<file path="src/rtl/multichannel_clk_phase_delay.sv">
// Multi-channel slow-clock edge delayer: each channel synchronises its slow clock into
// fast_clk and reproduces it with programmable rise (and optionally fall) edge delays.
module multichannel_clk_phase_delay #(
    parameter int unsigned NUM_CHANNELS       = 4,
    parameter int unsigned NUM_BITS_DELAY     = 8,
    parameter int unsigned SYNC_STAGES        = 2,
    parameter int unsigned DELAY_FALLING_EDGE = 0,
    parameter int unsigned RESET_DELAY        = 10
) (
    input  logic                                   fast_clk,
    input  logic                                   reset,
    input  logic [NUM_CHANNELS-1:0]                slow_clk,
    input  logic [NUM_CHANNELS*NUM_BITS_DELAY-1:0] rise_delay,
    input  logic [NUM_CHANNELS*NUM_BITS_DELAY-1:0] fall_delay,
    input  logic                                   delay_load,
    output logic [NUM_CHANNELS-1:0]                delayed_slow_clk,
    output logic [NUM_CHANNELS-1:0]                rise_pending,
    output logic [NUM_CHANNELS-1:0]                edge_dropped
);

    localparam int unsigned DW = NUM_BITS_DELAY;

    typedef enum logic [1:0] {
        ST_LOW       = 2'd0,
        ST_RISE_WAIT = 2'd1,
        ST_HIGH      = 2'd2,
        ST_FALL_WAIT = 2'd3
    } state_e;

    for (genvar ch = 0; ch < NUM_CHANNELS; ch++) begin : g_ch
        logic [SYNC_STAGES-1:0] sync_q;
        logic                   s_prev_q;
        logic                   s;
        logic                   rise;
        logic                   fall;
        logic [DW-1:0]          rise_sh_q;
        logic [DW-1:0]          fall_sh_q;
        logic [DW-1:0]          tgt_q;
        logic [DW-1:0]          tgt_d;
        logic [DW-1:0]          cnt_q;
        logic [DW-1:0]          cnt_d;
        state_e                 state_q;
        state_e                 state_d;
        logic                   out_q;
        logic                   out_d;
        logic                   pend_q;
        logic                   drop_q;
        logic                   drop_d;

        assign s    = sync_q[SYNC_STAGES-1];
        assign rise = s & ~s_prev_q;
        assign fall = ~s & s_prev_q;

        // Input synchroniser, edge-detect history and shadow delay registers
        always_ff @(posedge fast_clk or posedge reset) begin
            if (reset) begin
                sync_q    <= '0;
                s_prev_q  <= 1'b0;
                rise_sh_q <= DW'(RESET_DELAY);
                fall_sh_q <= DW'(RESET_DELAY);
            end else begin
                sync_q   <= {sync_q[SYNC_STAGES-2:0], slow_clk[ch]};
                s_prev_q <= s;
                if (delay_load) begin
                    rise_sh_q <= rise_delay[ch*DW +: DW];
                    fall_sh_q <= fall_delay[ch*DW +: DW];
                end
            end
        end

        // State, counter, target and registered outputs
        always_ff @(posedge fast_clk or posedge reset) begin
            if (reset) begin
                state_q <= ST_LOW;
                cnt_q   <= '0;
                tgt_q   <= '0;
                out_q   <= 1'b0;
                pend_q  <= 1'b0;
                drop_q  <= 1'b0;
            end else begin
                state_q <= state_d;
                cnt_q   <= cnt_d;
                tgt_q   <= tgt_d;
                out_q   <= out_d;
                pend_q  <= (state_d == ST_RISE_WAIT);
                drop_q  <= drop_d;
            end
        end

        // Next-state logic; the level check precedes terminal count so short pulses drop
        always_comb begin
            state_d = state_q;
            cnt_d   = cnt_q;
            tgt_d   = tgt_q;
            out_d   = out_q;
            drop_d  = 1'b0;
            case (state_q)
                ST_LOW: begin
                    if (rise) begin
                        if (rise_sh_q == '0) begin
                            state_d = ST_HIGH;
                            out_d   = 1'b1;
                        end else begin
                            state_d = ST_RISE_WAIT;
                            cnt_d   = DW'(1);
                            tgt_d   = rise_sh_q;
                        end
                    end
                end
                ST_RISE_WAIT: begin
                    if (!s) begin
                        state_d = ST_LOW;
                        out_d   = 1'b0;
                        drop_d  = 1'b1;
                        cnt_d   = '0;
                    end else if (cnt_q == tgt_q) begin
                        state_d = ST_HIGH;
                        out_d   = 1'b1;
                        cnt_d   = '0;
                    end else begin
                        cnt_d = cnt_q + DW'(1);
                    end
                end
                ST_HIGH: begin
                    if (fall) begin
                        if ((DELAY_FALLING_EDGE == 0) || (fall_sh_q == '0)) begin
                            state_d = ST_LOW;
                            out_d   = 1'b0;
                        end else begin
                            state_d = ST_FALL_WAIT;
                            cnt_d   = DW'(1);
                            tgt_d   = fall_sh_q;
                        end
                    end
                end
                ST_FALL_WAIT: begin
                    if (s) begin
                        state_d = ST_HIGH;
                        out_d   = 1'b1;
                        drop_d  = 1'b1;
                        cnt_d   = '0;
                    end else if (cnt_q == tgt_q) begin
                        state_d = ST_LOW;
                        out_d   = 1'b0;
                        cnt_d   = '0;
                    end else begin
                        cnt_d = cnt_q + DW'(1);
                    end
                end
                default: begin
                    state_d = ST_LOW;
                    out_d   = 1'b0;
                    cnt_d   = '0;
                end
            endcase
        end

        assign delayed_slow_clk[ch] = out_q;
        assign rise_pending[ch]     = pend_q;
        assign edge_dropped[ch]     = drop_q;
    end

endmodule

</file>
<file path="config.mk">
export PLATFORM = sky130hd
export DESIGN_NAME = multichannel_clk_phase_delay
export DESIGN_NICKNAME = d
export VERILOG_FILES = /design/src/rtl/multichannel_clk_phase_delay.sv
export SDC_FILE = /design/constraint.sdc
export NUM_CORES = 1
export LEC_CHECK = 0
export BUFFER_PORTS_ARGS = -buffer_cell sky130_fd_sc_hd__buf_2
export CORE_MARGIN = 5
export CORE_UTILIZATION = 42
export CTS_BUF_LIST = sky130_fd_sc_hd__clkbuf_16
export CTS_CLUSTER_SIZE = 12
export DETAILED_ROUTE_END_ITERATION = 10
export PLACE_DENSITY = 0.71
export SETUP_SLACK_MARGIN = 0.2
export SYNTH_ARGS = -nofsm -noshare
export SYNTH_HDL_FRONTEND = slang
export SYNTH_SLANG_ARGS = --single-unit
</file>
<file path="constraint.sdc">
create_clock -name fast_clk -period 7.8 [get_ports fast_clk]
set_input_delay 0.39 -clock fast_clk [delete_from_list [all_inputs] [get_ports fast_clk]]
set_output_delay 0.39 -clock fast_clk [all_outputs]
set_load 0.05 [all_outputs]
</file>
==> results of run 1 <==
where the power goes:
| group | internal [mW] | total [mW] | switching, mW |
|---|---|---|---|
| clock network | 0.499 | 0.788 | 0.289 |
| registers | 0.841 | 1.01 | 0.169 |
| logic | 0.300 | 0.678 | 0.378 |
sequential cells by signal, indices dropped and copies added, names as in the netlist:
register / cells
g_ch.cnt_q: 32
g_ch.drop_q: 4
g_ch.s_prev_q: 4
g_ch.tgt_q: 32
g_ch.out_q: 4
g_ch.rise_sh_q: 32
g_ch.sync_q: 8
g_ch.state_q: 8
g_ch.pend_q: 4
per-stage QoR:
stage / utilization [%] / instance area [µm²]
global placement: 45.1 / 6270
floorplan: - / 5950
global route: 49.4 / 6860
detailed placement: 45.1 / 6270
CTS: 49.4 / 6860
finish: 49.4 / 6860
metal layers:
| layer | global-route usage, % | up-vias | wire (µm) |
|---|---|---|---|
| met5 | 0 | - | 13 |
| met4 | 4.94 | 2 | 163 |
| met3 | 5.07 | 18 | 556 |
| met2 | 22.7 | 76 | 5430 |
| met1 | 18.5 | 1966 | 5050 |
| li1 | - | 1893 | - |
final timing paths:
| path | from | slack, ps | to |
|---|---|---|---|
| max | g_ch[2].rise_sh_q[4] | 5750 | g_ch[2].cnt_q[2] |
| max in group asynchronous | reset | 6400 | g_ch[2].cnt_q[7] |
| min | slow_clk[3] | 80 | g_ch[3].sync_q[0] |
| min in group asynchronous | reset | 110 | g_ch[3].rise_sh_q[2] |
| max reg2reg | g_ch[2].rise_sh_q[4] | 5750 | g_ch[2].cnt_q[2] |
| min reg2reg | g_ch[0].sync_q[0] | 350 | g_ch[0].sync_q[1] |
cells in the mapped netlist, types with 4 or more instances:
library cell | number | share of area, %
a31oi_1 | 8 | 0.84
and3_1 | 6 | 0.63
or3_1 | 4 | 0.42
mux2_2 | 65 | 12
mux2i_1 | 6 | 1.0
dfstp_2 | 8 | 3.5
buf_2 | 4 | 0.34
inv_1 | 13 | 0.82
dfrtp_1 | 120 | 50
nor2_1 | 23 | 1.5
nor4_2 | 6 | 1.3
a22o_1 | 6 | 0.88
nand2_1 | 40 | 2.5
o21ai_0 | 24 | 2.0
a21o_1 | 7 | 0.88
nand4_1 | 7 | 0.74
a21oi_1 | 19 | 1.6
nor4_1 | 6 | 0.63
nand3_1 | 21 | 1.8
ha_1 | 4 | 0.84
xor2_1 | 23 | 3.4
buf_4 | 13 | 1.6
xnor2_1 | 18 | 2.6
or2_2 | 4 | 0.42
clkbuf_1 | 5 | 0.32
kinds of logic (layout without fill, tap and decap cells):
logic type                 after synthesis  after routing  synth area share [%]
adders and majority gates                4              4                 0.841
muxes                                   72             72                  13.5
AOI/OAI and AO/OA                       88             88                  9.86
and+or+nand+nor                        136            136                  12.1
xor gates and xnor gates                41             41                  6.03
DFF                                    128            128                  54.0
buffers and inverters                   40             96                  3.68
final cells by class:
class / count / area share, %
repair buffers: 51 / 3.76
clock inverters: 15 / 2.48
flip-flops and latches: 128 / 46.8
multi-input cells: 341 / 36.7
inverters: 13 / 0.748
well taps: 180 / 3.28
clock buffers: 17 / 6.20
==> out/metrics.csv, run 1 <==
stage;metric;value;unit
floorplanning;row_count;43;
placed_design;gp_congestion;0.880;
final_layout;nFillCells;1224;
timing;finalSetupTns;0;ps
clock_network;clk_latency;420;ps
clock_network;clk_pin_slew;60;ps
timing;finalSetupViolations;0;
timing;min_period;2050;ps
final_layout;fin_cells;745;
synth;avgSynthCellArea;11.7;µm²
worst_setup_path;cp.arrival;2380;ps
clock_network;hold_buffers;0;
drt;routed_wl;11200;µm
final_layout;final_layout_size_suffix_gt1_share;30.8;%
floorplanning;start_util;42.9;%
clock_network;cts_tree;yes;
worst_setup_path;crit_buf_inv;0;
synth;synth_seq_cells;128;
placed_design;dpl_worst_slack;5770;ps
placed_design;place_inst;713;
timing;maxSlewViolCount;0;
worst_setup_path;crit_required;8130;ps
global_routing;grtUsageTotal;14.4;%
timing;fin_skew;6.41;ps
pwr;p_leak;2.98;nW
timing;clock.fmax;0.489;GHz
clock_network;cts_max_path_buffers;2;
timing;finalCritPeriodShare;26.2;%
timing;final_hold_viol_count;0;
placed_design;place.detailed.hpwl;7890;µm
final_layout;final_common_cell;dfrtp_1;
final_layout;n_antenna_cell;0;
floorplanning;die_w;129;µm
floorplanning;io_pins;83;
final_layout;seqCellArea;0.00321;mm²
drt;viasPerCell;5.31;
floorplanning;die_h;129;µm
pwr;peakVddDrop;0.261;mV
synth;synth_ff_type;dfrtp_1;
worst_setup_path;startpoint_type;flop;
worst_setup_path;endpoint_kind;flop;
worst_setup_path;reg2regPathDepth;5;
drt;firstDrtPassIters;4;
worst_setup_path;worstSetupPathDepth;5;
pwr;p_per_area;361;mW/mm²
placed_design;port_buffers;50;
timing;hold_ws;77.8;ps
worst_hold_path;hold_path_depth;1;
clock_network;htree_levels;4;
flow_run;cap_violations;0;
final_layout;nets;627;
global_routing;antenna_found_initial;1;
timing;rsz0062_at_grt;false;
drt;wl_per_cell;15.0;µm
synth;syn_area;0.00595;mm²
drt;ant_nets;0;
run_status;status;finished, final reports clean;
clock_network;ctsResizeCount;0;
timing;max-slew-margin-rel;34.1;%
pwr;power;2.48;mW
worst_setup_path;crit_family;simple AND/OR/NAND/NOR gates;
synth;synth_edf_count;0;
clock_network;postCtsSetupBuffers;0;
floorplanning;dieArea;0.0166;mm²
synth;seq_area_frac_synth;54.0;%
worst_setup_path;timing.setup.critical_path_class;flop to flop;
clock_network;cts_made_buffers;17;
floorplanning;core;0.0139;mm²
final_layout;multiInputGateArea;0.00252;mm²
worst_setup_path;crit_path_max_fanout;7;
synth;syn_nets;584;
worst_setup_path;slowest_delay;570;ps
synth;synthCells;509;
worst_setup_path;crit_slowest_cell;nor4_1;
final_layout;area_growth;15.3;%
synth;synth-warning-count;0;
timing;worst_slack;5750;ps
clock_network;clkSinkCount;128;
timing;tightest_slew;989;ps
clock_network;cts-root-buf;clkbuf_16;
global_routing;grt_max_degree;66;
final_layout;final_cell_mix;dfrtp_1 (120), mux2_2 (65), buf_2 (50), nand2_1 (40), o21ai_0 (24);
worst_setup_path;path_common_cell;a21oi_1;
drt;drc_errors;0;
worst_setup_path;path_cells;nor4_1 -> nand2_1 -> a21oi_1 -> a21oi_1 -> mux2i_1;
global_routing;grt_first_pass_wirelength;19300;µm
synth;yosysUniqueCellTypes;53;
global_routing;overflow;0;
drt;drt_iter0_drc;274;
global_routing;grt_pass1_vias;4141;
synth;synthArstFlopShare;100;%
drt;via_count;3955;
worst_hold_path;min-delay-path-class;input pin to flop;
Note: power is estimated with default switching activity, not from simulation.
==> run 2, diff against run 1 <==
- ABC_AREA: not set -> 1
- clock period: 7.8 -> 2.1 ns (I/O delays scaled with it)
==> run 2 against run 1 <==
  * Global-route usage up 0.68 points
  * Clock-buffer cell count unchanged
  * Clock skew up 4.2 ps
  * Sequential share of layout area down 3.6 points
  * Largest power group unchanged
  * First-iteration DRC count down 6.2%
  * Non-clock buffer count up 41
  * Total power rose to 3.7 times the previous value
  * Sequential power rose to 3.6 times the previous value
  * Flip-flop and latch count unchanged
  * Largest cell class unchanged
  * Final area up 8.4%
==> out/metrics.csv, run 2 <==
stage;metric;value;unit;change
drt;drc_errors;0;;unchanged
clock_network;cts_made_buffers;17;;unchanged
drt;via_count;4766;;+21%
worst_hold_path;min-delay-path-class;input pin to flop;;
final_layout;final_layout_size_suffix_gt1_share;12.8;%;-18 points
worst_setup_path;endpoint_kind;flop;;
global_routing;antenna_found_initial;0;;-1
final_layout;nFillCells;1335;;+9.1%
pwr;switching_share;36.6;%;+2.8 points
drt;ant_nets;0;;unchanged
pwr;peakVddDrop;0.621;mV;+140%
worst_setup_path;startpoint_type;flop;;
global_routing;grt_first_pass_wirelength;21600;µm;+12%
floorplanning;io_pins;83;;unchanged
timing;final_hold_viol_count;0;;unchanged
worst_setup_path;reg2regPathDepth;9;;+4
synth;seq_area_frac_synth;52.1;%;-1.9 points
clock_network;clkSinkCount;128;;unchanged
timing;finalSetupTns;0;ps;unchanged
drt;firstDrtPassIters;4;;unchanged
floorplanning;start_util;42.6;%;-0.31 points
placed_design;port_buffers;50;;unchanged
timing;hold_ws;84.8;ps;+6.97 ps
pwr;switchingPower;3.32;mW;+300%
worst_setup_path;path_common_cell;inv_1;;
floorplanning;die_w;131;µm;+1.6%
clock_network;postCtsSetupBuffers;0;;unchanged
worst_setup_path;r2r-start;g_ch[1].rise_sh_q[3];;
synth;synth_edf_count;0;;unchanged
pwr;clockPowerShare;29.5;%;-2.3 points
worst_setup_path;timing.setup.critical_path_class;flop to flop;;
pwr;seqPwrFrac;39.5;%;-1.3 points
synth;synthCells;747;;+47%
worst_setup_path;crit_path_max_fanout;12;;+5
run_status;status;finished, final reports clean;;
final_layout;fin_area;0.00743;mm²;+8.4%
floorplanning;dieArea;0.0172;mm²;+3.3%
drt;routed_wl;12100;µm;+8.2%
placed_design;place.detailed.hpwl;8330;µm;+5.6%
synth;avgSynthCellArea;8.25;µm²;-29%
timing;finalSetupViolations;0;;unchanged
timing;finalCritPeriodShare;75.7;%;+50 points
timing;fin_skew;10.6;ps;+4.22 ps
final_layout;final_common_cell;nand2_1;;
final_layout;final_cell_mix;nand2_1 (208), inv_1 (125), dfrtp_1 (120), o21ai_0 (68), buf_2 (50);;
clock_network;cts_max_path_buffers;2;;unchanged
worst_setup_path;ff2ff_setup_slack;510;ps;-5250 ps
global_routing;grt_max_degree;93;;+41%
synth;yosys.area.top_type;dfrtp_1;;
clock_network;clk_pin_slew;50;ps;about the same
timing;clock.fmax;0.629;GHz;+29%
final_layout;nets;907;;+45%
final_layout;fin_util;51.3;%;+1.9 points
synth;syn_area;0.00616;mm²;+3.6%
worst_setup_path;path_cells;inv_1 -> nand4_1 -> nor2_1 -> inv_1 -> nand2_1 -> nor2_4 -> inv_1 -> nand2_1 -> o21ai_0;;
placed_design;gp_congestion;0.823;;-6.4%
pwr;p_int;5.76;mW;+250%
timing;rsz0062_at_grt;false;;
global_routing;grtUsageTotal;15.1;%;+0.68 points
worst_setup_path;reg2reg_to;g_ch[1].tgt_q[3];;
synth;synth_ff_type;dfrtp_1;;
placed_design;placed_cell_area;0.00652;mm²;+4.1%
synth;yosysUniqueCellTypes;31;;-42%
clock_network;htree_levels;4;;unchanged
worst_setup_path;crit_slowest_cell;dfstp_2;;
global_routing;overflow;0;;unchanged
synth;synth_common_cells;nand2_1 (208), inv_1 (121), dfrtp_1 (120);;
final_layout;area_growth;20.6;%;
synth;syn_nets;822;;+41%
flow_run;cap_violations;0;;unchanged
synth;synth_seq_cells;128;;unchanged
worst_setup_path;critPathLaunch;g_ch[1].rise_sh_q[3];;
synth;yosys.area.top_type_share;48.7;%;-1.7 points
floorplanning;core;0.0145;mm²;+4.3%
pwr;combPwrFrac;30.9;%;+3.5 points
final_layout;largest_registers;g_ch.cnt_q (32), g_ch.rise_sh_q (32), g_ch.tgt_q (32);;
timing;maxSlewViolCount;0;;unchanged
floorplanning;die_h;131;µm;+1.6%
worst_setup_path;slowest_delay;510;ps;-60 ps
pwr;p_per_area;1220;mW/mm²;+240%
synth;synthArstFlopShare;100;%;unchanged
synth;synth.most_common_cell;nand2_1;;
pwr;power;9.09;mW;+270%
worst_setup_path;crit_required;2390;ps;-5740 ps
timing;max-slew-margin-rel;65.8;%;+32 points
clock_network;cts-root-buf;clkbuf_16;;
drt;viasPerCell;4.63;;-13%
pwr;p_leak;3.67;nW;+23%
final_layout;n_antenna_cell;0;;unchanged
global_routing;grt_pass1_vias;4662;;+13%
synth;synth-warning-count;0;;unchanged
clock_network;clk_latency;420;ps;about the same
timing;min_period;1590;ps;-455 ps
clock_network;cts_tree;yes;;
worst_setup_path;cp.arrival;1880;ps;-500 ps
drt;drt_iter0_drc;257;;-6.2%
floorplanning;row_count;44;;+2.3%
timing;tightest_slew;513;ps;-476 ps
drt;wl_per_cell;11.8;µm;-22%
worst_setup_path;crit_path_end;g_ch[1].tgt_q[3];;
synth;synthTopCellsByArea;dfrtp_1 (49%), nand2_1 (13%), inv_1 (7.4%), o21ai_0 (5.5%), dfstp_2 (3.4%);;
-- run 2: cell type report --
cell class / count / area, µm² / share of cell area, %
multi-input cells: 467 / 2300 / 31.0
inverters: 126 / 477 / 6.41
clock inverters: 15 / 115 / 1.55
well taps: 184 / 230 / 3.10
flip-flops and latches: 128 / 3210 / 43.2
repair buffers: 92 / 671 / 9.02
clock buffers: 17 / 425 / 5.72
-- run 2: power by group through the flow --
stage	clock network, mW	logic (mW)	registers [mW]
2_1_floorplan	0	2.42	3.50
3_3_place_gp	0	2.72	3.61
3_5_place_dp	0	2.78	3.62
4_1_cts	2.76	2.85	3.60
5_1_grt	2.87	3.25	3.69
6_report	2.68	2.81	3.59
-- run 2: how the worst min path moves through the flow --
stage	slack, ps	end	from	cells after the start
floorplan	140	g_ch[0].sync_q[0]	slow_clk[0]	0
global placement	210	g_ch[3].sync_q[0]	slow_clk[3]	1
detailed placement	210	g_ch[2].sync_q[0]	slow_clk[2]	1
CTS	70	g_ch[1].rise_sh_q[6]	delay_load	3
global route	110	g_ch[1].rise_sh_q[4]	delay_load	3
finish	80	g_ch[1].rise_sh_q[6]	delay_load	3
-- run 2: per-stage QoR --
step,std cells,worst slack [ps]
2_1_floorplan,747,420
3_3_place_gp,960,525
3_5_place_dp,960,521
4_1_cts,1029,513
5_1_grt,1029,327
6_report,1029,510
-- run 2: critical path, delay by kind of cell (launching register included) --
family / cells / cell delay [ps]
AOI/OAI and AO/OA: 1 / 70
buffers and inverters: 3 / 260
DFF: 1 / 510
and+or+nand+nor: 5 / 620
-- run 2: repair_timing --
action,CTS,global route
hold buffers,37,0
resized for setup,0,0
hold endpoints to repair,156,0
endpoints found under the setup margin,0,0
-- run 2: per-layer routing --
metal / wire (µm) / part of all wire, % / GRT usage (%) / vias up
li1: - / - / - / 2502
met1: 5680 / 47 / 19.7 / 2185
met3: 353 / 2.9 / 3.63 / 19
met2: 5850 / 48 / 24.0 / 60
met4: 246 / 2.0 / 6.52 / 0
met5: 0 / 0 / 0 / -
-- run 2: cell families (layout without fill, tap and decap cells) --
kind of cell | count (synthesis) | after routing | share of synthesized area (%)
buffers and inverters | 152 | 250 | 10.5
DFF | 128 | 128 | 52.1
xor gates and xnor gates | 31 | 31 | 4.41
adders and majority gates | 4 | 4 | 0.812
and+or+nand+nor | 319 | 319 | 22.3
AOI/OAI and AO/OA | 113 | 113 | 9.89
